[config.mk]
export PLATFORM = sky130hd
export DESIGN_NAME = mem_stage_mc_flat
export DESIGN_NICKNAME = d
export VERILOG_FILES = /design/src/rtl/mem_stage_pkg.sv /design/src/rtl/mem_stage_mc_if.sv /design/src/rtl/pc_target_calc.sv /design/src/rtl/mem_stage_mc.sv /design/src/flat_wrapper.sv
export SDC_FILE = /design/constraint.sdc
export NUM_CORES = 1
export LEC_CHECK = 0
export CAP_MARGIN = 20
export CORE_ASPECT_RATIO = 1.1
export CORE_MARGIN = 2
export CORE_UTILIZATION = 60
export CTS_CLUSTER_SIZE = 10
export DETAILED_ROUTE_END_ITERATION = 6
export DONT_BUFFER_PORTS = 1
export PLACE_DENSITY = 0.76
export SETUP_SLACK_MARGIN = 0.02
export SYNTH_ARGS = -nofsm -noshare
export SYNTH_HDL_FRONTEND = slang
export SYNTH_SLANG_ARGS = --single-unit
[constraint.sdc]
create_clock -name clk -period 3.6 [get_ports clk]
set_clock_uncertainty 0.05 [all_clocks]
set_input_delay 0.36 -clock clk [delete_from_list [all_inputs] [get_ports clk]]
set_output_delay 0.36 -clock clk [all_outputs]
set_load 0.02 [all_outputs]
[src/rtl/mem_stage_pkg.sv]
// Shared types and default sizes for the multi-cycle memory stage.
package mem_stage_pkg;
  localparam int DW_DEF      = 16;
  localparam int TIMEOUT_DEF = 15;

  typedef enum logic {
    ST_IDLE = 1'b0,
    ST_BUSY = 1'b1
  } state_t;
endpackage

[src/rtl/mem_stage_mc_if.sv]
// Bundle of the upstream instruction bus, result bus and backing-memory request bus.
interface mem_stage_mc_if
  import mem_stage_pkg::*;
#(
  parameter int DW = DW_DEF
) ();
  // Upstream holds valid_in and its fields while stall=1; an instruction is taken
  // only in a cycle where valid_in=1 and stall=0. mem_req is held with stable
  // mem_addr/mem_wr/mem_wdata until the cycle mem_done is sampled high.
  logic          valid_in;
  logic [DW-1:0] pc_inc;
  logic          imm_sel;
  logic [DW-1:0] imm8_ext;
  logic [DW-1:0] imm11_ext;
  logic [DW-1:0] alu_result;
  logic          alu_jump;
  logic          brch_cnd;
  logic          mem_enable;
  logic          mem_write;
  logic [DW-1:0] wr_data;
  logic          halt;

  logic          stall;
  logic          valid_out;
  logic [DW-1:0] next_pc;
  logic [DW-1:0] read_data;
  logic          err;
  logic          halted;
  logic          dump;

  logic          mem_req;
  logic          mem_wr;
  logic [DW-1:0] mem_addr;
  logic [DW-1:0] mem_wdata;
  logic          mem_done;
  logic [DW-1:0] mem_rdata;

  state_t        dbg_state;

  modport slave (
    input  valid_in, pc_inc, imm_sel, imm8_ext, imm11_ext, alu_result, alu_jump,
           brch_cnd, mem_enable, mem_write, wr_data, halt, mem_done, mem_rdata,
    output stall, valid_out, next_pc, read_data, err, halted, dump,
           mem_req, mem_wr, mem_addr, mem_wdata, dbg_state
  );

  modport master (
    output valid_in, pc_inc, imm_sel, imm8_ext, imm11_ext, alu_result, alu_jump,
           brch_cnd, mem_enable, mem_write, wr_data, halt, mem_done, mem_rdata,
    input  stall, valid_out, next_pc, read_data, err, halted, dump,
           mem_req, mem_wr, mem_addr, mem_wdata, dbg_state
  );
endinterface

[src/rtl/pc_target_calc.sv]
// Combinational next-PC selection: register jump, taken branch, or fall-through.
module pc_target_calc #(
  parameter int DW        = 16,
  parameter int IMM_SHIFT = 1
) (
  input  logic [DW-1:0] i_pc_inc,
  input  logic [DW-1:0] i_imm8_ext,
  input  logic [DW-1:0] i_imm11_ext,
  input  logic [DW-1:0] i_alu_result,
  input  logic          i_imm_sel,
  input  logic          i_alu_jump,
  input  logic          i_brch_cnd,
  output logic [DW-1:0] o_next_pc
);
  logic [DW-1:0] w_imm;
  logic [DW-1:0] w_branch;

  assign w_imm    = i_imm_sel ? i_imm11_ext : i_imm8_ext;
  assign w_branch = i_pc_inc + (w_imm << IMM_SHIFT);

  always_comb begin
    o_next_pc = i_pc_inc;
    if (i_alu_jump)      o_next_pc = i_alu_result;
    else if (i_brch_cnd) o_next_pc = w_branch;
  end
endmodule

[src/rtl/mem_stage_mc.sv]
// Memory stage: computes next PC, runs a held request/done memory access with
// timeout, flags misalignment, and handles HALT with a one-shot dump pulse.
module mem_stage_mc
  import mem_stage_pkg::*;
#(
  parameter int DW        = DW_DEF,
  parameter int TIMEOUT   = TIMEOUT_DEF,
  parameter int IMM_SHIFT = 1
) (
  input logic            clk,
  input logic            rst,
  mem_stage_mc_if.slave  bus
);
  localparam logic [7:0] CNT_LAST = 8'(TIMEOUT - 1);

  state_t        r_state;
  state_t        w_state_nxt;
  logic [7:0]    r_cnt;
  logic          r_valid_out;
  logic [DW-1:0] r_next_pc;
  logic [DW-1:0] r_read_data;
  logic          r_err;
  logic          r_halted;
  logic          r_dump;
  logic          r_halt_pend;
  logic          r_mem_wr;
  logic [DW-1:0] r_mem_addr;
  logic [DW-1:0] r_mem_wdata;

  logic          w_accept;
  logic          w_misalign;
  logic          w_start_mem;
  logic          w_busy_end;
  logic [DW-1:0] w_target;

  pc_target_calc #(.DW(DW), .IMM_SHIFT(IMM_SHIFT)) u_pc_target_calc (
    .i_pc_inc     (bus.pc_inc),
    .i_imm8_ext   (bus.imm8_ext),
    .i_imm11_ext  (bus.imm11_ext),
    .i_alu_result (bus.alu_result),
    .i_imm_sel    (bus.imm_sel),
    .i_alu_jump   (bus.alu_jump),
    .i_brch_cnd   (bus.brch_cnd),
    .o_next_pc    (w_target)
  );

  assign w_accept    = bus.valid_in && (r_state == ST_IDLE) && !r_halted;
  assign w_misalign  = bus.alu_result[0];
  assign w_start_mem = w_accept && bus.mem_enable && !w_misalign;
  // mem_done only matters while the request is up, i.e. in BUSY.
  assign w_busy_end  = (r_state == ST_BUSY) && (bus.mem_done || (r_cnt == CNT_LAST));

  always_ff @(posedge clk) begin
    if (!rst) r_state <= ST_IDLE;
    else      r_state <= w_state_nxt;
  end

  always_comb begin
    w_state_nxt = r_state;
    case (r_state)
      ST_IDLE: if (w_start_mem) w_state_nxt = ST_BUSY;
      ST_BUSY: if (w_busy_end)  w_state_nxt = ST_IDLE;
      default: w_state_nxt = ST_IDLE;
    endcase
  end

  always_ff @(posedge clk) begin
    if (!rst) begin
      r_cnt       <= 8'd0;
      r_valid_out <= 1'b0;
      r_next_pc   <= '0;
      r_read_data <= '0;
      r_err       <= 1'b0;
      r_halted    <= 1'b0;
      r_dump      <= 1'b0;
      r_halt_pend <= 1'b0;
      r_mem_wr    <= 1'b0;
      r_mem_addr  <= '0;
      r_mem_wdata <= '0;
    end else begin
      r_valid_out <= 1'b0;
      r_dump      <= 1'b0;
      if (r_state == ST_BUSY) r_cnt <= r_cnt + 8'd1;
      if (w_accept) begin
        r_next_pc <= w_target;
        if (w_start_mem) begin
          r_cnt       <= 8'd0;
          r_mem_wr    <= bus.mem_write;
          r_mem_addr  <= bus.alu_result;
          r_mem_wdata <= bus.wr_data;
          r_halt_pend <= bus.halt;
        end else begin
          r_valid_out <= 1'b1;
          r_read_data <= '0;
          r_err       <= bus.mem_enable;
          if (bus.halt) begin
            r_dump   <= 1'b1;
            r_halted <= 1'b1;
          end
        end
      end else if (w_busy_end) begin
        // A done in the final wait cycle still counts as a good completion.
        r_valid_out <= 1'b1;
        r_err       <= !bus.mem_done;
        r_read_data <= (bus.mem_done && !r_mem_wr) ? bus.mem_rdata : '0;
        r_halt_pend <= 1'b0;
        if (r_halt_pend) begin
          r_dump   <= 1'b1;
          r_halted <= 1'b1;
        end
      end
    end
  end

  assign bus.stall     = (r_state == ST_BUSY);
  assign bus.mem_req   = (r_state == ST_BUSY);
  assign bus.mem_wr    = r_mem_wr;
  assign bus.mem_addr  = r_mem_addr;
  assign bus.mem_wdata = r_mem_wdata;
  assign bus.valid_out = r_valid_out;
  assign bus.next_pc   = r_next_pc;
  assign bus.read_data = r_read_data;
  assign bus.err       = r_err;
  assign bus.halted    = r_halted;
  assign bus.dump      = r_dump;
  assign bus.dbg_state = r_state;
endmodule

[src/flat_wrapper.sv]
// flat-port wrapper written by rule: the top's interface ports become plain ports
module mem_stage_mc_flat import mem_stage_pkg::*;
#(
  parameter int DW        = DW_DEF,
  parameter int TIMEOUT   = TIMEOUT_DEF,
  parameter int IMM_SHIFT = 1
)
  (clk, rst, bus_valid_in, bus_pc_inc, bus_imm_sel, bus_imm8_ext, bus_imm11_ext, bus_alu_result, bus_alu_jump, bus_brch_cnd, bus_mem_enable, bus_mem_write, bus_wr_data, bus_halt, bus_mem_done, bus_mem_rdata, bus_stall, bus_valid_out, bus_next_pc, bus_read_data, bus_err, bus_halted, bus_dump, bus_mem_req, bus_mem_wr, bus_mem_addr, bus_mem_wdata, bus_dbg_state);
  mem_stage_mc_if #(.DW(DW)) bus_i ();
  input logic clk;
  input logic rst;
  input wire logic [$bits(bus_i.valid_in)-1:0] bus_valid_in;
  input wire logic [$bits(bus_i.pc_inc)-1:0] bus_pc_inc;
  input wire logic [$bits(bus_i.imm_sel)-1:0] bus_imm_sel;
  input wire logic [$bits(bus_i.imm8_ext)-1:0] bus_imm8_ext;
  input wire logic [$bits(bus_i.imm11_ext)-1:0] bus_imm11_ext;
  input wire logic [$bits(bus_i.alu_result)-1:0] bus_alu_result;
  input wire logic [$bits(bus_i.alu_jump)-1:0] bus_alu_jump;
  input wire logic [$bits(bus_i.brch_cnd)-1:0] bus_brch_cnd;
  input wire logic [$bits(bus_i.mem_enable)-1:0] bus_mem_enable;
  input wire logic [$bits(bus_i.mem_write)-1:0] bus_mem_write;
  input wire logic [$bits(bus_i.wr_data)-1:0] bus_wr_data;
  input wire logic [$bits(bus_i.halt)-1:0] bus_halt;
  input wire logic [$bits(bus_i.mem_done)-1:0] bus_mem_done;
  input wire logic [$bits(bus_i.mem_rdata)-1:0] bus_mem_rdata;
  output wire logic [$bits(bus_i.stall)-1:0] bus_stall;
  output wire logic [$bits(bus_i.valid_out)-1:0] bus_valid_out;
  output wire logic [$bits(bus_i.next_pc)-1:0] bus_next_pc;
  output wire logic [$bits(bus_i.read_data)-1:0] bus_read_data;
  output wire logic [$bits(bus_i.err)-1:0] bus_err;
  output wire logic [$bits(bus_i.halted)-1:0] bus_halted;
  output wire logic [$bits(bus_i.dump)-1:0] bus_dump;
  output wire logic [$bits(bus_i.mem_req)-1:0] bus_mem_req;
  output wire logic [$bits(bus_i.mem_wr)-1:0] bus_mem_wr;
  output wire logic [$bits(bus_i.mem_addr)-1:0] bus_mem_addr;
  output wire logic [$bits(bus_i.mem_wdata)-1:0] bus_mem_wdata;
  output wire logic [$bits(bus_i.dbg_state)-1:0] bus_dbg_state;
  assign bus_i.valid_in = bus_valid_in;
  assign bus_i.pc_inc = bus_pc_inc;
  assign bus_i.imm_sel = bus_imm_sel;
  assign bus_i.imm8_ext = bus_imm8_ext;
  assign bus_i.imm11_ext = bus_imm11_ext;
  assign bus_i.alu_result = bus_alu_result;
  assign bus_i.alu_jump = bus_alu_jump;
  assign bus_i.brch_cnd = bus_brch_cnd;
  assign bus_i.mem_enable = bus_mem_enable;
  assign bus_i.mem_write = bus_mem_write;
  assign bus_i.wr_data = bus_wr_data;
  assign bus_i.halt = bus_halt;
  assign bus_i.mem_done = bus_mem_done;
  assign bus_i.mem_rdata = bus_mem_rdata;
  assign bus_stall = bus_i.stall;
  assign bus_valid_out = bus_i.valid_out;
  assign bus_next_pc = bus_i.next_pc;
  assign bus_read_data = bus_i.read_data;
  assign bus_err = bus_i.err;
  assign bus_halted = bus_i.halted;
  assign bus_dump = bus_i.dump;
  assign bus_mem_req = bus_i.mem_req;
  assign bus_mem_wr = bus_i.mem_wr;
  assign bus_mem_addr = bus_i.mem_addr;
  assign bus_mem_wdata = bus_i.mem_wdata;
  assign bus_dbg_state = bus_i.dbg_state;
  mem_stage_mc #(.DW(DW), .TIMEOUT(TIMEOUT), .IMM_SHIFT(IMM_SHIFT)) u_core (.clk(clk), .rst(rst), .bus(bus_i));
endmodule
-- After elaboration in Yosys (flattened, before gate mapping)
Index checks and enable logic that the tools add are counted.
- mux-type cells: 32
- equal/unequal tests: 4
- $add $sub $neg: 2
- reduce and logical (&&, ||, !) cells: 17
- bitwise logic cells: 1
- operators with widths (cell ; number):
    16-bit 2-to-1 mux ; 6
    8-bit 2-to-1 mux ; 3
    1-bit 2-to-1 mux ; 21
    16-bit adder ; 1
    15-bit 2-to-1 mux ; 1
    8-bit by 1-bit adder with 8-bit output (second input constant) ; 1
    8-bit by 4-bit equality test with 1-bit output (second input constant) ; 1
    1-bit logical AND ; 6
    2-bit inequality test (second input constant) ; 3
    2-bit AND reduction ; 3
    1-bit zero test ; 4
    4-bit AND reduction ; 1
    2-bit nonzero test ; 2
    1-bit case mux with 2 select lines ; 1
    1-bit logical OR ; 1
    1-bit inverter ; 1
- input port bits: 106
- output and inout bits: 72
- word-level logic and storage cells: 68
- register bits: 79

-- Logic depth before layout (Yosys ltp)
Gate-level depths: netlist of the first run.
- depth in word-level cells: 7
- mapped depth: 11

-- Cells and area by module
A second synthesis of the first run with hierarchy kept.
- cell total of the unflattened synthesis: 494
- area total of the unflattened synthesis: 4149.0 um2
- modules (own cells, without submodules) (module ; cells an instance ; sequential area each (um2) ; area each (um2) ; instances):
    mem_stage_mc ; 320 ; 1581.5 ; 2949.1 ; 1
    pc_target_calc ; 174 ; 0.0 ; 1199.9 ; 1

-- Least setup slack after synthesis of the first run
No wires, ideal clock.
- path kind: input to register
- from: input bus_imm_sel
- to: register u_core.r_next_pc[15] (netlist: u_core.bus.next_pc[15])
- setup time: 137 ps
- data required time: 3413 ps
- stages: 10
- data arrival time: 3060 ps
- path slack: 353 ps
- cell sequence: clkbuf_1 -> buf_1 -> mux2_2 -> ha_1 -> o21ai_0 -> a21oi_1 -> or4b_4 -> a41o_1 -> o311ai_0 -> o211ai_1
- longest elaborated chain between the ends: 4
- ends and longest elaborated chain (what ; RTL line ; text):
    from (decl) ; flat_wrapper.sv:14 ; input wire logic [$bits(bus_i.imm_sel)-1:0] bus_imm_sel;
    15-bit 2-to-1 mux ; pc_target_calc.sv:18 ; assign w_imm = i_imm_sel ? i_imm11_ext : i_imm8_ext;
    16-bit adder ; pc_target_calc.sv:19 ; assign w_branch = i_pc_inc + (w_imm << IMM_SHIFT);
    16-bit 2-to-1 mux ; pc_target_calc.sv:24 ; else if (i_brch_cnd) o_next_pc = w_branch;
    16-bit 2-to-1 mux ; pc_target_calc.sv:23 ; if (i_alu_jump) o_next_pc = i_alu_result;
    to (signal assigned) ; mem_stage_mc.sv:85 ; r_next_pc <= w_target;
    to (decl) ; mem_stage_mc.sv:20 ; logic [DW-1:0] r_next_pc;
Every way passes these cells.
A chain may end at the register's enable or synchronous reset.

-- Worst setup path after layout of the first run
Same ends and word-level chain as after synthesis.

==> results of run 1 <==
-- worst paths after layout --
| check | cells past startpoint | endpoint | from | slack (ns) |
|---|---|---|---|---|
| worst min register to register | 2 | u_core.r_halt_pend | u_core.r_halt_pend | 0.42 |
| worst min-delay path | 1 | u_core.bus.valid_out | rst | 0.09 |
| worst max register to register | 6 | u_core.r_cnt[1] | u_core.bus.dbg_state | 1.04 |
| worst max-delay path | 10 | u_core.bus.next_pc[15] | bus_imm_sel | 0.97 |
-- power groups by stage --
stage	clock (mW)	sequential, mW	combinational [mW]
global placement	0	1.01	0.274
floorplan	0	1.00	0.252
detailed placement	0	1.01	0.284
finish	0.701	0.992	0.288
CTS	0.713	0.992	0.286
global route	0.749	0.996	0.322
-- per-layer routing --
metal	wire length [um]	share of wire (%)	track usage, %	vias up
met3	956	9.9	8.735	16
li1	-	-	-	1633
met4	137	1.4	9.583	0
met5	0	0	0	-
met1	3753	39	28.14	1515
met2	4791	50	43.21	139
-- final cells by class --
type	count	share of cell area [%]
Tap cell	82	2.408
Clock inverter	6	1.996
Clock buffer	10	2.995
Multi-Input combinational cell	351	54.35
Inverter	7	0.6166
Sequential cell	79	37.11
Timing Repair Buffer	3	0.5285
-- sequential cells by signal (all words and copies together) (netlist names) --
signal                count
u_core.bus.dbg_state      1
u_core.bus.dump           1
u_core.bus.err            1
u_core.bus.halted         1
u_core.bus.mem_addr      16
u_core.bus.mem_wdata     16
u_core.bus.mem_wr         1
u_core.bus.next_pc       16
u_core.bus.read_data     16
u_core.bus.valid_out      1
u_core.r_cnt              8
u_core.r_halt_pend        1
-- worst register-to-register path: cells and delay by family (launching register included) --
kind	cells	cell delay [ns]
AND/OR/NAND/NOR	4	1.57
flip-flops	1	0.31
buffers and inverters	1	0.28
AO/OA/AOI/OAI	1	0.27
-- logic make-up after synthesis --
kind of cell / share of synthesized area (%)
flip-flops: 39.15
AO/OA/AOI/OAI: 23.78
multiplexers: 5.606
AND/OR/NAND/NOR: 19.48
XOR/XNOR: 2.818
adder cells (fa/ha/maj): 5.451
buffers and inverters: 3.716
-- synth_stat cells (all sizes together) (2+ instances only) --
master,n
o31ai,2
or3,10
a21oi,15
nand2,90
dfxtp,79
nor2b,6
clkbuf,28
buf,3
o21a,3
o31a,3
nor2,27
nor3b,2
o211a,4
mux2i,8
nor3,6
inv,7
a31oi,2
o211ai,11
nand4,4
a21o,6
o41ai,2
ha,16
xor2,5
xnor2,8
a211oi,2
a22o,16
mux2,13
and3,3
o2111ai,2
a21boi,39
a221o,3
nand2b,5
o21ai,11
nand3,9
o311ai,2
-- metrics by stage --
step / hold WS (ns) / instances / instance area, sq um / util (%)
3_5_place_dp: 0.4180 / 522 / 4049 / 61.77
2_1_floorplan: 0.4045 / 468 / 4040 / -
3_3_place_gp: 0.4135 / 522 / 4049 / 61.77
4_1_cts: 0.07857 / 538 / 4262 / 65.01
5_1_grt: 0.08483 / 538 / 4262 / 65.01
6_report: 0.08949 / 538 / 4262 / 65.01
==> flow_results.xml, run 1 <==
<?xml version="1.0" encoding="UTF-8"?>
<metrics>
  <group name="sta">
    <metric name="period_share" unit="%">73.17</metric>
    <metric name="rsz0062_at_grt" unit="">no</metric>
    <metric name="worst_slew_pin_slew" unit="ns">0.7037</metric>
    <metric name="maxSlewHeadroom" unit="%">52.59</metric>
    <metric name="worst_setup_margin" unit="ns">0.9660</metric>
    <metric name="setup-violations-final" unit="">0</metric>
    <metric name="clock.fmax" unit="MHz">379.7</metric>
    <metric name="final_max_slew_viol_count" unit="">0</metric>
    <metric name="final.min_clock_period" unit="ns">2.634</metric>
    <metric name="finalSetupTns" unit="ns">0</metric>
    <metric name="finalHoldViolations" unit="">0</metric>
  </group>
  <group name="clock_tree">
    <metric name="cts.sinks" unit="">79</metric>
    <metric name="cts_setup_buffers" unit="">0</metric>
    <metric name="clk-insertion-delay-late" unit="ns">0.35</metric>
    <metric name="cts_buffers" unit="">9</metric>
    <metric name="cts_tree" unit="">yes</metric>
    <metric name="ctsHoldBuffers" unit="">0</metric>
    <metric name="clk_transition_reported_paths" unit="ns">0.07</metric>
    <metric name="cts-root-buf" unit="">sky130_fd_sc_hd__clkbuf_8</metric>
    <metric name="cells_resized_by_post_cts_repair" unit="">0</metric>
    <metric name="htree_levels" unit="">3</metric>
    <metric name="maximum_buffer_depth_of_the_clock_tree" unit="">2</metric>
  </group>
  <group name="route">
    <metric name="dr_total_vias" unit="">3303</metric>
    <metric name="ant_nets" unit="">0</metric>
    <metric name="routed_wire_length_per_instance" unit="um">17.91</metric>
    <metric name="avgViaCountPerCell" unit="">6.139</metric>
    <metric name="initialDrtViolationCount" unit="">136</metric>
    <metric name="drc" unit="">0</metric>
    <metric name="route.final.wire_length" unit="mm">9.638</metric>
    <metric name="drtPass1Iterations" unit="">4</metric>
  </group>
  <group name="critical_path">
    <metric name="max_stage_delay" unit="ns">0.54</metric>
    <metric name="required" unit="ns">3.76</metric>
    <metric name="timing.critical_path.to_type" unit="">flop</metric>
    <metric name="worst_ep_arrival_time" unit="ns">2.80</metric>
    <metric name="cp_num_buf_inv" unit="">1</metric>
    <metric name="cp-start-kind" unit="">input pin</metric>
    <metric name="cp_max_fo" unit="">15</metric>
    <metric name="path_cells" unit="">mux2_2 &gt; ha_1 &gt; inv_1 &gt; fa_1 &gt; nor2b_4 &gt; o2111a_1 &gt; or4b_4 &gt; a41o_1 &gt; o311ai_0 &gt; o211ai_1</metric>
    <metric name="crit_type" unit="">input pin to flop</metric>
    <metric name="critPathTopFamily" unit="">compound AO/OA/AOI/OAI gates</metric>
    <metric name="worst_path_max_delay_cell" unit="">sky130_fd_sc_hd__or4b_4</metric>
  </group>
  <group name="cells_and_area">
    <metric name="fill_cells" unit="">581</metric>
    <metric name="register_area" unit="sq mm">0.001582</metric>
    <metric name="area.growth.synth_to_final" unit="%">5.482</metric>
    <metric name="diodes" unit="">0</metric>
    <metric name="most_used_cells_in_the_layout_excluding_fill_and_tap_cells" unit="">90 x sky130_fd_sc_hd__nand2_1, 79 x sky130_fd_sc_hd__dfxtp_1, 39 x sky130_fd_sc_hd__a21boi_0</metric>
    <metric name="layout.cells.most_common" unit="">sky130_fd_sc_hd__nand2_1</metric>
    <metric name="post_route_cells_drive_above_1_share" unit="%">8.333</metric>
    <metric name="final_nets" unit="">574</metric>
    <metric name="multiInputGateArea" unit="sq mm">0.002316</metric>
  </group>
  <group name="power_and_ir_drop">
    <metric name="seq_power_share" unit="%">50.1</metric>
    <metric name="vdd_ir_drop_max" unit="mV">0.2937</metric>
    <metric name="power.density_cell_area" unit="mW/mm^2">464.7</metric>
    <metric name="total_switching_power" unit="mW">0.5456</metric>
    <metric name="p_total" unit="mW">1.981</metric>
    <metric name="combPwrFrac" unit="%">14.5</metric>
    <metric name="share_of_power_burned_in_the_clock_network" unit="%">35.4</metric>
    <metric name="p_leak" unit="nW">1.633</metric>
    <metric name="sw_frac_of_total" unit="%">27.55</metric>
    <metric name="power_report.internal_total" unit="mW">1.435</metric>
  </group>
  <group name="floorplan">
    <metric name="floorplan.initialDensity" unit="%">61.63</metric>
    <metric name="die_width" unit="um">82.24</metric>
    <metric name="dieArea" unit="sq mm">0.007407</metric>
    <metric name="fp-row-count" unit="">31</metric>
    <metric name="core_outline_area" unit="sq mm">0.006555</metric>
    <metric name="dieHeight" unit="um">90.07</metric>
    <metric name="io_pins" unit="">178</metric>
  </group>
  <group name="synthesis">
    <metric name="synth.cell_area" unit="sq mm">0.004040</metric>
    <metric name="synth.top_cells.by_area" unit="">sky130_fd_sc_hd__dfxtp_1 39%, sky130_fd_sc_hd__nand2_1 8.4%, sky130_fd_sc_hd__a21boi_0 7.2%</metric>
    <metric name="postSynthRegisterBits" unit="">79</metric>
    <metric name="mappedNetlistNets" unit="">591</metric>
    <metric name="ys_types" unit="">54</metric>
    <metric name="count_of_warnings_emitted_by_yosys" unit="">0</metric>
    <metric name="proportion_of_synthesized_chip_area_in_sequential_cells" unit="%">39.15</metric>
    <metric name="syn_inst" unit="">468</metric>
    <metric name="synth-main-ff-cell" unit="">sky130_fd_sc_hd__dfxtp_1</metric>
    <metric name="ys_async_sr_fraction" unit="%">0</metric>
    <metric name="synth_area_per_cell" unit="sq um">8.633</metric>
    <metric name="yosys.area.top_type_share" unit="%">39.15</metric>
    <metric name="synth_edf_count" unit="">0</metric>
    <metric name="netlist.top_cell.by_area" unit="">sky130_fd_sc_hd__dfxtp_1</metric>
  </group>
  <group name="global_route">
    <metric name="via_count_of_the_first_global_routing_pass" unit="">3136</metric>
    <metric name="grt.overflow.total" unit="">0</metric>
    <metric name="grt_pass1_wl" unit="mm">14.75</metric>
    <metric name="grt_antenna_before_repair" unit="">0</metric>
    <metric name="global_route.usage.total" unit="%">25.31</metric>
    <metric name="grt_max_degree" unit="">63</metric>
  </group>
  <group name="run_status">
    <metric name="result_of_the_run" unit="">finished clean</metric>
  </group>
  <group name="placement">
    <metric name="detailed_place_hpwl" unit="mm">7.249</metric>
    <metric name="placement.io_buffers" unit="">0</metric>
    <metric name="placer_congestion_estimate" unit="">0.8778</metric>
    <metric name="place_ws" unit="ns">0.6090</metric>
  </group>
  <group name="flow_run">
    <metric name="drv_cap" unit="">0</metric>
  </group>
  <group name="hold_path">
    <metric name="hold_path.class" unit="">input pin to flop</metric>
  </group>
</metrics>
Note: power is estimated with default switching activity, not from simulation.
==> inputs of run 2 (changes only) <==
--- a/config.mk
+++ b/config.mk
@@ -8,11 +8,11 @@
 export CAP_MARGIN = 20
 export CORE_ASPECT_RATIO = 1.1
 export CORE_MARGIN = 2
-export CORE_UTILIZATION = 60
+export CORE_UTILIZATION = 57
 export CTS_CLUSTER_SIZE = 10
 export DETAILED_ROUTE_END_ITERATION = 6
 export DONT_BUFFER_PORTS = 1
-export PLACE_DENSITY = 0.76
+export PLACE_DENSITY = 0.75
 export SETUP_SLACK_MARGIN = 0.02
 export SYNTH_ARGS = -nofsm -noshare
 export SYNTH_HDL_FRONTEND = slang
==> constraint.sdc (replaced) <==
create_clock -name clk -period 2.12 [get_ports clk]
set_clock_uncertainty 0.05 [all_clocks]
set_input_delay 0.212 -clock clk [delete_from_list [all_inputs] [get_ports clk]]
set_output_delay 0.212 -clock clk [all_outputs]
set_load 0.02 [all_outputs]
==> run 2 against run 1 <==
The run now ends with negative setup slack left. Clock power rose by 77%. Combinational power rose by 140%. Worst hold slack worse by 0.079 ns. Cell count is 17% higher. Critical path depth did not move. First-iteration DRC count rose by 15%. Flip-flop and latch count stayed put. Cell area increased by 21%. Critical path type unchanged.
==> flow_results.xml, run 2 (same netlist as run 1, synthesis figures left out) <==
<?xml version="1.0" encoding="UTF-8"?>
<metrics>
  <group name="run_status">
    <metric name="result_of_the_run" unit="">finished with violations</metric>
    <metric name="failed_checks" unit="">negative setup slack</metric>
  </group>
  <group name="route">
    <metric name="ant_nets" unit="">0</metric>
    <metric name="route.final.wire_length" unit="mm">11.46</metric>
    <metric name="initialDrtViolationCount" unit="">156</metric>
    <metric name="drc" unit="">0</metric>
    <metric name="drtPass1Iterations" unit="">4</metric>
    <metric name="avgViaCountPerCell" unit="">5.848</metric>
    <metric name="routed_wire_length_per_instance" unit="um">18.27</metric>
    <metric name="dr_total_vias" unit="">3667</metric>
  </group>
  <group name="floorplan">
    <metric name="fp-row-count" unit="">32</metric>
    <metric name="dieHeight" unit="um">92.30</metric>
    <metric name="io_pins" unit="">178</metric>
    <metric name="core_outline_area" unit="sq mm">0.006927</metric>
    <metric name="floorplan.initialDensity" unit="%">58.33</metric>
    <metric name="die_width" unit="um">84.27</metric>
    <metric name="dieArea" unit="sq mm">0.007778</metric>
  </group>
  <group name="cells_and_area">
    <metric name="register_area" unit="sq mm">0.001582</metric>
    <metric name="final_nets" unit="">660</metric>
    <metric name="post_route_cells_drive_above_1_share" unit="%">16.05</metric>
    <metric name="area.growth.synth_to_final" unit="%">27.93</metric>
    <metric name="fill_cells" unit="">501</metric>
    <metric name="layout.cells.most_common" unit="">sky130_fd_sc_hd__nand2_1</metric>
    <metric name="multiInputGateArea" unit="sq mm">0.002426</metric>
    <metric name="diodes" unit="">0</metric>
    <metric name="most_used_cells_in_the_layout_excluding_fill_and_tap_cells" unit="">90 x sky130_fd_sc_hd__nand2_1, 79 x sky130_fd_sc_hd__dfxtp_1, 51 x sky130_fd_sc_hd__dlygate4sd3_1</metric>
  </group>
  <group name="hold_path">
    <metric name="hold_path.class" unit="">input pin to flop</metric>
  </group>
  <group name="power_and_ir_drop">
    <metric name="power.density_cell_area" unit="mW/mm^2">701.0</metric>
    <metric name="combPwrFrac" unit="%">19.3</metric>
    <metric name="vdd_ir_drop_max" unit="mV">0.7554</metric>
    <metric name="seq_power_share" unit="%">46.5</metric>
    <metric name="power_report.internal_total" unit="mW">2.594</metric>
    <metric name="share_of_power_burned_in_the_clock_network" unit="%">34.1</metric>
    <metric name="p_leak" unit="nW">2.031</metric>
    <metric name="total_switching_power" unit="mW">1.029</metric>
    <metric name="p_total" unit="mW">3.623</metric>
    <metric name="sw_frac_of_total" unit="%">28.41</metric>
  </group>
  <group name="clock_tree">
    <metric name="cts-root-buf" unit="">sky130_fd_sc_hd__clkbuf_8</metric>
    <metric name="clk-insertion-delay-late" unit="ns">0.34</metric>
    <metric name="maximum_buffer_depth_of_the_clock_tree" unit="">2</metric>
    <metric name="htree_levels" unit="">3</metric>
    <metric name="clk_transition_reported_paths" unit="ns">0.08</metric>
    <metric name="cts_tree" unit="">yes</metric>
    <metric name="cts_buffers" unit="">9</metric>
    <metric name="cts.sinks" unit="">79</metric>
  </group>
  <group name="global_route">
    <metric name="grt_antenna_before_repair" unit="">0</metric>
    <metric name="via_count_of_the_first_global_routing_pass" unit="">3676</metric>
    <metric name="grt_max_degree" unit="">55</metric>
    <metric name="grt.overflow.total" unit="">0</metric>
    <metric name="global_route.usage.total" unit="%">28.57</metric>
    <metric name="grt_pass1_wl" unit="mm">17.82</metric>
  </group>
  <group name="critical_path">
    <metric name="cp-start-kind" unit="">input pin</metric>
    <metric name="cp_max_fo" unit="">15</metric>
    <metric name="crit_type" unit="">input pin to flop</metric>
    <metric name="required" unit="ns">2.34</metric>
    <metric name="timing.critical_path.to_type" unit="">flop</metric>
    <metric name="worst_ep_arrival_time" unit="ns">2.38</metric>
  </group>
  <group name="sta">
    <metric name="worst_slew_pin_slew" unit="ns">0.5328</metric>
    <metric name="period_share" unit="%">101.7</metric>
    <metric name="finalHoldViolations" unit="">0</metric>
    <metric name="rsz0062_at_grt" unit="">yes</metric>
    <metric name="final_max_slew_viol_count" unit="">0</metric>
    <metric name="setup-violations-final" unit="">1</metric>
    <metric name="clock.fmax" unit="MHz">463.9</metric>
    <metric name="final.min_clock_period" unit="ns">2.156</metric>
    <metric name="maxSlewHeadroom" unit="%">64.48</metric>
    <metric name="worst_setup_margin" unit="ns">-0.03555</metric>
  </group>
  <group name="placement">
    <metric name="place_ws" unit="ns">-0.4723</metric>
    <metric name="detailed_place_hpwl" unit="mm">7.731</metric>
    <metric name="placer_congestion_estimate" unit="">0.8978</metric>
    <metric name="placement.io_buffers" unit="">0</metric>
  </group>
  <group name="flow_run">
    <metric name="drv_cap" unit="">0</metric>
  </group>
</metrics>
-- run 2: worst paths after layout --
kind	endpoint	startpoint	cells past startpoint	slack [ns]
worst min register to register	u_core.r_halt_pend	u_core.r_halt_pend	2	0.46
worst min-delay path	u_core.bus.next_pc[15]	rst	2	0.01
worst max-delay path	u_core.bus.next_pc[15]	bus_imm_sel	10	-0.04
worst max register to register	u_core.bus.next_pc[15]	u_core.bus.halted	4	0.18
-- run 2: repair_timing --
item / in CTS / in global routing
endpoints found under the setup margin: 3 / 3
hold buffers: 52 / 0
buffers inserted: 1 / 1
pin swaps: 4 / 0
hold endpoints to repair: 68 / 0
gates resized for setup: 0 / 1
-- run 2: stage by stage --
| step | utilization [%] | TNS, ns | cells | hold WS, ns | cell area, sq um |
|---|---|---|---|---|---|
| floorplan | - | -1.485 | 468 | 0.2948 | 4172 |
| global placement | 63.46 | -1.367 | 557 | 0.2851 | 4395 |
| detailed placement | 63.46 | -1.526 | 557 | 0.2886 | 4395 |
| CTS | 74.40 | -0.03423 | 626 | 0.005699 | 5154 |
| global route | 74.62 | -0.1251 | 627 | 0.02427 | 5169 |
| finish | 74.62 | -0.03555 | 627 | 0.01097 | 5169 |
-- run 2: metal layers --
metal	up-vias	track usage, %	part of all wire [%]
met5	-	0	0
met4	0	10.75	1.9
met3	22	9.626	8.7
met2	135	52.58	51
met1	1704	29.87	38
li1	1806	-	-
-- run 2: cell type report --
cell class	instances	share of cell area, %
well taps	85	2.058
inverters	7	0.5084
multi-input cells	351	46.94
flip-flops and latches	79	30.60
clock inverters	7	1.864
clock buffers	9	2.397
repair buffers	89	15.64
-- run 2: power groups by stage --
stage	Combinational, mW	Sequential [mW]	Clock [mW]
5_1_grt	0.769	1.69	1.30
4_1_cts	0.690	1.69	1.24
3_3_place_gp	0.575	1.72	0
2_1_floorplan	0.466	1.70	0
6_report	0.701	1.69	1.24
3_5_place_dp	0.590	1.72	0
-- run 2: worst max-delay path: stages --
cell and delay [ns]:
sky130_fd_sc_hd__mux2_4 0.29, sky130_fd_sc_hd__ha_4 0.16, sky130_fd_sc_hd__inv_2 0.05, sky130_fd_sc_hd__fa_2 0.22, sky130_fd_sc_hd__nor2b_4 0.05, sky130_fd_sc_hd__o2111a_1 0.25, sky130_fd_sc_hd__or4b_4 0.50, sky130_fd_sc_hd__a41o_1 0.24
sky130_fd_sc_hd__o31a_1 0.25, sky130_fd_sc_hd__o211ai_1 0.15
==> inputs of run 3 (changes only) <==
--- a/config.mk
+++ b/config.mk
@@ -5,6 +5,7 @@
 export SDC_FILE = /design/constraint.sdc
 export NUM_CORES = 1
 export LEC_CHECK = 0
+export ABC_AREA = 1
 export CAP_MARGIN = 20
 export CORE_ASPECT_RATIO = 1.1
 export CORE_MARGIN = 2
==> run 3 against run 2 <==
The flow now finishes without violations. Power increased by 1.8%. Global-route usage increased by 1.1 points. Cell count increased by 20%. Maximum frequency increased by 17%. Critical path depth decreased by 5. Sequential power about the same.
==> flow_results.xml, run 3 <==
<?xml version="1.0" encoding="UTF-8"?>
<metrics>
  <group name="run_status">
    <metric name="result_of_the_run" unit="">finished clean</metric>
  </group>
  <group name="route">
    <metric name="dr_total_vias" unit="">4241</metric>
    <metric name="routed_wire_length_per_instance" unit="um">16.44</metric>
    <metric name="initialDrtViolationCount" unit="">286</metric>
    <metric name="avgViaCountPerCell" unit="">5.647</metric>
    <metric name="drc" unit="">0</metric>
    <metric name="drtPass1Iterations" unit="">5</metric>
    <metric name="ant_nets" unit="">0</metric>
    <metric name="route.final.wire_length" unit="mm">12.35</metric>
  </group>
  <group name="global_route">
    <metric name="grtUsageMet1" unit="%">35.19</metric>
    <metric name="top_usage_layer" unit="">met2</metric>
    <metric name="met3_usage" unit="%">11.45</metric>
    <metric name="global_route.usage.total" unit="%">29.64</metric>
    <metric name="grt.overflow.total" unit="">0</metric>
    <metric name="gr-usage-met2" unit="%">48.72</metric>
    <metric name="grt_pass1_wl" unit="mm">19.24</metric>
    <metric name="grt_antenna_before_repair" unit="">0</metric>
    <metric name="grt_max_degree" unit="">46</metric>
    <metric name="via_count_of_the_first_global_routing_pass" unit="">4130</metric>
  </group>
  <group name="sta">
    <metric name="finalSetupTns" unit="ns">0</metric>
    <metric name="worst_setup_margin" unit="ns">0.2838</metric>
    <metric name="worst_slew_pin_slew" unit="ns">0.4790</metric>
    <metric name="worst_hold_margin" unit="ns">0.02297</metric>
    <metric name="setup-violations-final" unit="">0</metric>
    <metric name="clock.fmax" unit="MHz">544.6</metric>
    <metric name="finalHoldViolations" unit="">0</metric>
    <metric name="maxSlewHeadroom" unit="%">68.03</metric>
    <metric name="final_max_slew_viol_count" unit="">0</metric>
    <metric name="rsz0062_at_grt" unit="">no</metric>
    <metric name="final.min_clock_period" unit="ns">1.836</metric>
    <metric name="period_share" unit="%">86.61</metric>
  </group>
  <group name="hold_path">
    <metric name="worst_hold_startpoint" unit="">bus_alu_result[5]</metric>
    <metric name="hold_path.class" unit="">input pin to flop</metric>
  </group>
  <group name="synthesis">
    <metric name="synth_most_common_cell" unit="">sky130_fd_sc_hd__nand2_1</metric>
    <metric name="netlist.top_cell.by_area" unit="">sky130_fd_sc_hd__dfxtp_1</metric>
    <metric name="synth.top_cells.by_area" unit="">sky130_fd_sc_hd__dfxtp_1 37%, sky130_fd_sc_hd__nand2_1 11%, sky130_fd_sc_hd__nor2_1 9.6%</metric>
    <metric name="count_of_warnings_emitted_by_yosys" unit="">0</metric>
    <metric name="syn_inst" unit="">617</metric>
    <metric name="mappedNetlistNets" unit="">740</metric>
    <metric name="proportion_of_synthesized_chip_area_in_sequential_cells" unit="%">36.92</metric>
    <metric name="ys_types" unit="">36</metric>
    <metric name="synth_area_per_cell" unit="sq um">6.943</metric>
    <metric name="ys_async_sr_fraction" unit="%">0</metric>
    <metric name="yosys.area.top_type_share" unit="%">36.92</metric>
    <metric name="synth.cell_area" unit="sq mm">0.004284</metric>
    <metric name="synth_edf_count" unit="">0</metric>
    <metric name="synth-main-ff-cell" unit="">sky130_fd_sc_hd__dfxtp_1</metric>
    <metric name="synth_commonest_cells" unit="">130 x sky130_fd_sc_hd__nand2_1, 110 x sky130_fd_sc_hd__nor2_1, 79 x sky130_fd_sc_hd__dfxtp_1</metric>
    <metric name="postSynthRegisterBits" unit="">79</metric>
  </group>
  <group name="floorplan">
    <metric name="dieArea" unit="sq mm">0.008226</metric>
    <metric name="die_width" unit="um">86.66</metric>
    <metric name="floorplan.initialDensity" unit="%">57.97</metric>
    <metric name="dieHeight" unit="um">94.93</metric>
    <metric name="core_outline_area" unit="sq mm">0.007391</metric>
    <metric name="io_pins" unit="">178</metric>
    <metric name="fp-row-count" unit="">33</metric>
  </group>
  <group name="cells_and_area">
    <metric name="post_route_cells_drive_above_1_share" unit="%">9.036</metric>
    <metric name="area.growth.synth_to_final" unit="%">18.20</metric>
    <metric name="most_used_cells_in_the_layout_excluding_fill_and_tap_cells" unit="">130 x sky130_fd_sc_hd__nand2_1, 110 x sky130_fd_sc_hd__nor2_1, 79 x sky130_fd_sc_hd__dfxtp_1</metric>
    <metric name="final_nets" unit="">782</metric>
    <metric name="layout.cells.most_common" unit="">sky130_fd_sc_hd__nand2_1</metric>
    <metric name="diodes" unit="">0</metric>
    <metric name="instances_no_fill" unit="">751</metric>
    <metric name="fill_cells" unit="">594</metric>
    <metric name="multiInputGateArea" unit="sq mm">0.002315</metric>
    <metric name="register_area" unit="sq mm">0.001582</metric>
  </group>
  <group name="critical_path">
    <metric name="worst_ep_arrival_time" unit="ns">2.08</metric>
    <metric name="cp_max_fo" unit="">2</metric>
    <metric name="timing.critical_path.mode_cell" unit="">sky130_fd_sc_hd__dlygate4sd3_1</metric>
    <metric name="crit_type" unit="">input pin to flop</metric>
    <metric name="cp-start-kind" unit="">input pin</metric>
    <metric name="max_stage_delay" unit="ns">0.55</metric>
    <metric name="path_cells" unit="">dlygate4sd3_1 &gt; nand2_1 &gt; dlygate4sd3_1 &gt; a31oi_1 &gt; dlygate4sd3_1</metric>
    <metric name="worst_path_max_delay_cell" unit="">sky130_fd_sc_hd__dlygate4sd3_1</metric>
    <metric name="timing.critical_path.to_type" unit="">flop</metric>
    <metric name="required" unit="ns">2.36</metric>
    <metric name="cp-startpoint" unit="">bus_alu_result[0]</metric>
    <metric name="reg2reg_from" unit="">u_core.bus.halted</metric>
  </group>
  <group name="placement">
    <metric name="placer_congestion_estimate" unit="">0.9118</metric>
    <metric name="placement.io_buffers" unit="">0</metric>
    <metric name="detailed_place_hpwl" unit="mm">8.123</metric>
    <metric name="placed_cells" unit="">682</metric>
    <metric name="place_ws" unit="ns">0.1099</metric>
  </group>
  <group name="clock_tree">
    <metric name="cts_setup_buffers" unit="">0</metric>
    <metric name="cts-root-buf" unit="">sky130_fd_sc_hd__clkbuf_8</metric>
    <metric name="maximum_buffer_depth_of_the_clock_tree" unit="">2</metric>
    <metric name="cts_buffers" unit="">9</metric>
    <metric name="htree_levels" unit="">3</metric>
    <metric name="clk_transition_reported_paths" unit="ns">0.08</metric>
    <metric name="cts.sinks" unit="">79</metric>
    <metric name="cells_resized_by_post_cts_repair" unit="">0</metric>
    <metric name="clk-insertion-delay-late" unit="ns">0.35</metric>
    <metric name="cts_tree" unit="">yes</metric>
    <metric name="ctsHoldBuffers" unit="">53</metric>
  </group>
  <group name="power_and_ir_drop">
    <metric name="combPwrFrac" unit="%">19.1</metric>
    <metric name="sw_frac_of_total" unit="%">31.16</metric>
    <metric name="seq_power_share" unit="%">46.4</metric>
    <metric name="p_leak" unit="nW">2.268</metric>
    <metric name="share_of_power_burned_in_the_clock_network" unit="%">34.5</metric>
    <metric name="power.density_cell_area" unit="mW/mm^2">728.7</metric>
    <metric name="power_report.internal_total" unit="mW">2.540</metric>
    <metric name="vdd_ir_drop_max" unit="mV">0.7582</metric>
    <metric name="total_switching_power" unit="mW">1.150</metric>
    <metric name="p_total" unit="mW">3.690</metric>
  </group>
  <group name="flow_run">
    <metric name="drv_cap" unit="">0</metric>
  </group>
</metrics>
## run 3: cell types whose count changed after synthesis, sizes merged, moves of 10 or more
cell    previous run  this run
nand2             90       138
a21boi            39         0
a21oi             15        53
a22o              16         0
o21ai             11        49
clkbuf            28        16
inv                7        60
nand3              9        28
nor2              27       112
or3               10         0
buf                3        14
## run 3: layout make-up
cell class / instances / share of cell area [%]
Timing Repair Buffer: 61 / 11.86
Clock buffer: 9 / 2.446
Sequential cell: 79 / 31.23
Clock inverter: 7 / 2.026
Inverter: 61 / 4.571
Tap cell: 87 / 2.150
Multi-Input combinational cell: 447 / 45.71
## run 3: per-layer routing
layer | up-vias | routed length (um) | part of all wire (%)
li1 | 2060 | - | -
met3 | 30 | 1187 | 9.6
met5 | - | 0 | 0
met2 | 203 | 5878 | 48
met1 | 1948 | 4992 | 40
met4 | 0 | 292 | 2.4
## run 3: metrics by stage
stage / utilization (%) / area (sq um)
global placement: 58.13 / 4297
global route: 68.51 / 5064
detailed placement: 58.13 / 4297
finish: 68.51 / 5064
CTS: 68.51 / 5064
floorplan: - / 4287
## run 3: cells by family after synthesis
kind of cell    Yosys count  share of synthesized area [%]
fa+ha+maj                17                          5.140
xor+xnor                 12                          2.453
compound gates          115                          14.98
buf+inv                  91                          9.054
flops                    79                          36.92
simple gates            290                          28.04
mux                      13                          3.417
## run 3: worst paths after layout
check                           slack, ns                     to  depth (start not counted)
worst max-delay path                 0.28  u_core.bus.next_pc[0]                          5
worst min-delay path                 0.02  u_core.bus.next_pc[5]                          2
worst max register to register       0.32        u_core.r_cnt[1]                          8
worst min register to register       0.46        u_core.r_cnt[6]                          2
## run 3: critical path, delay by kind of cell
family                 cells  cell delay (ns)
AOI/OAI and AO/OA          1             0.16
buffers and inverters      3             1.65
and+or+nand+nor            1             0.05
## run 3: power groups by stage
stage | clock network, mW | logic, mW | registers [mW]
2_1_floorplan | 0 | 0.517 | 1.73
3_3_place_gp | 0 | 0.575 | 1.74
3_5_place_dp | 0 | 0.591 | 1.74
4_1_cts | 1.27 | 0.688 | 1.71
5_1_grt | 1.35 | 0.799 | 1.72
6_report | 1.27 | 0.706 | 1.71
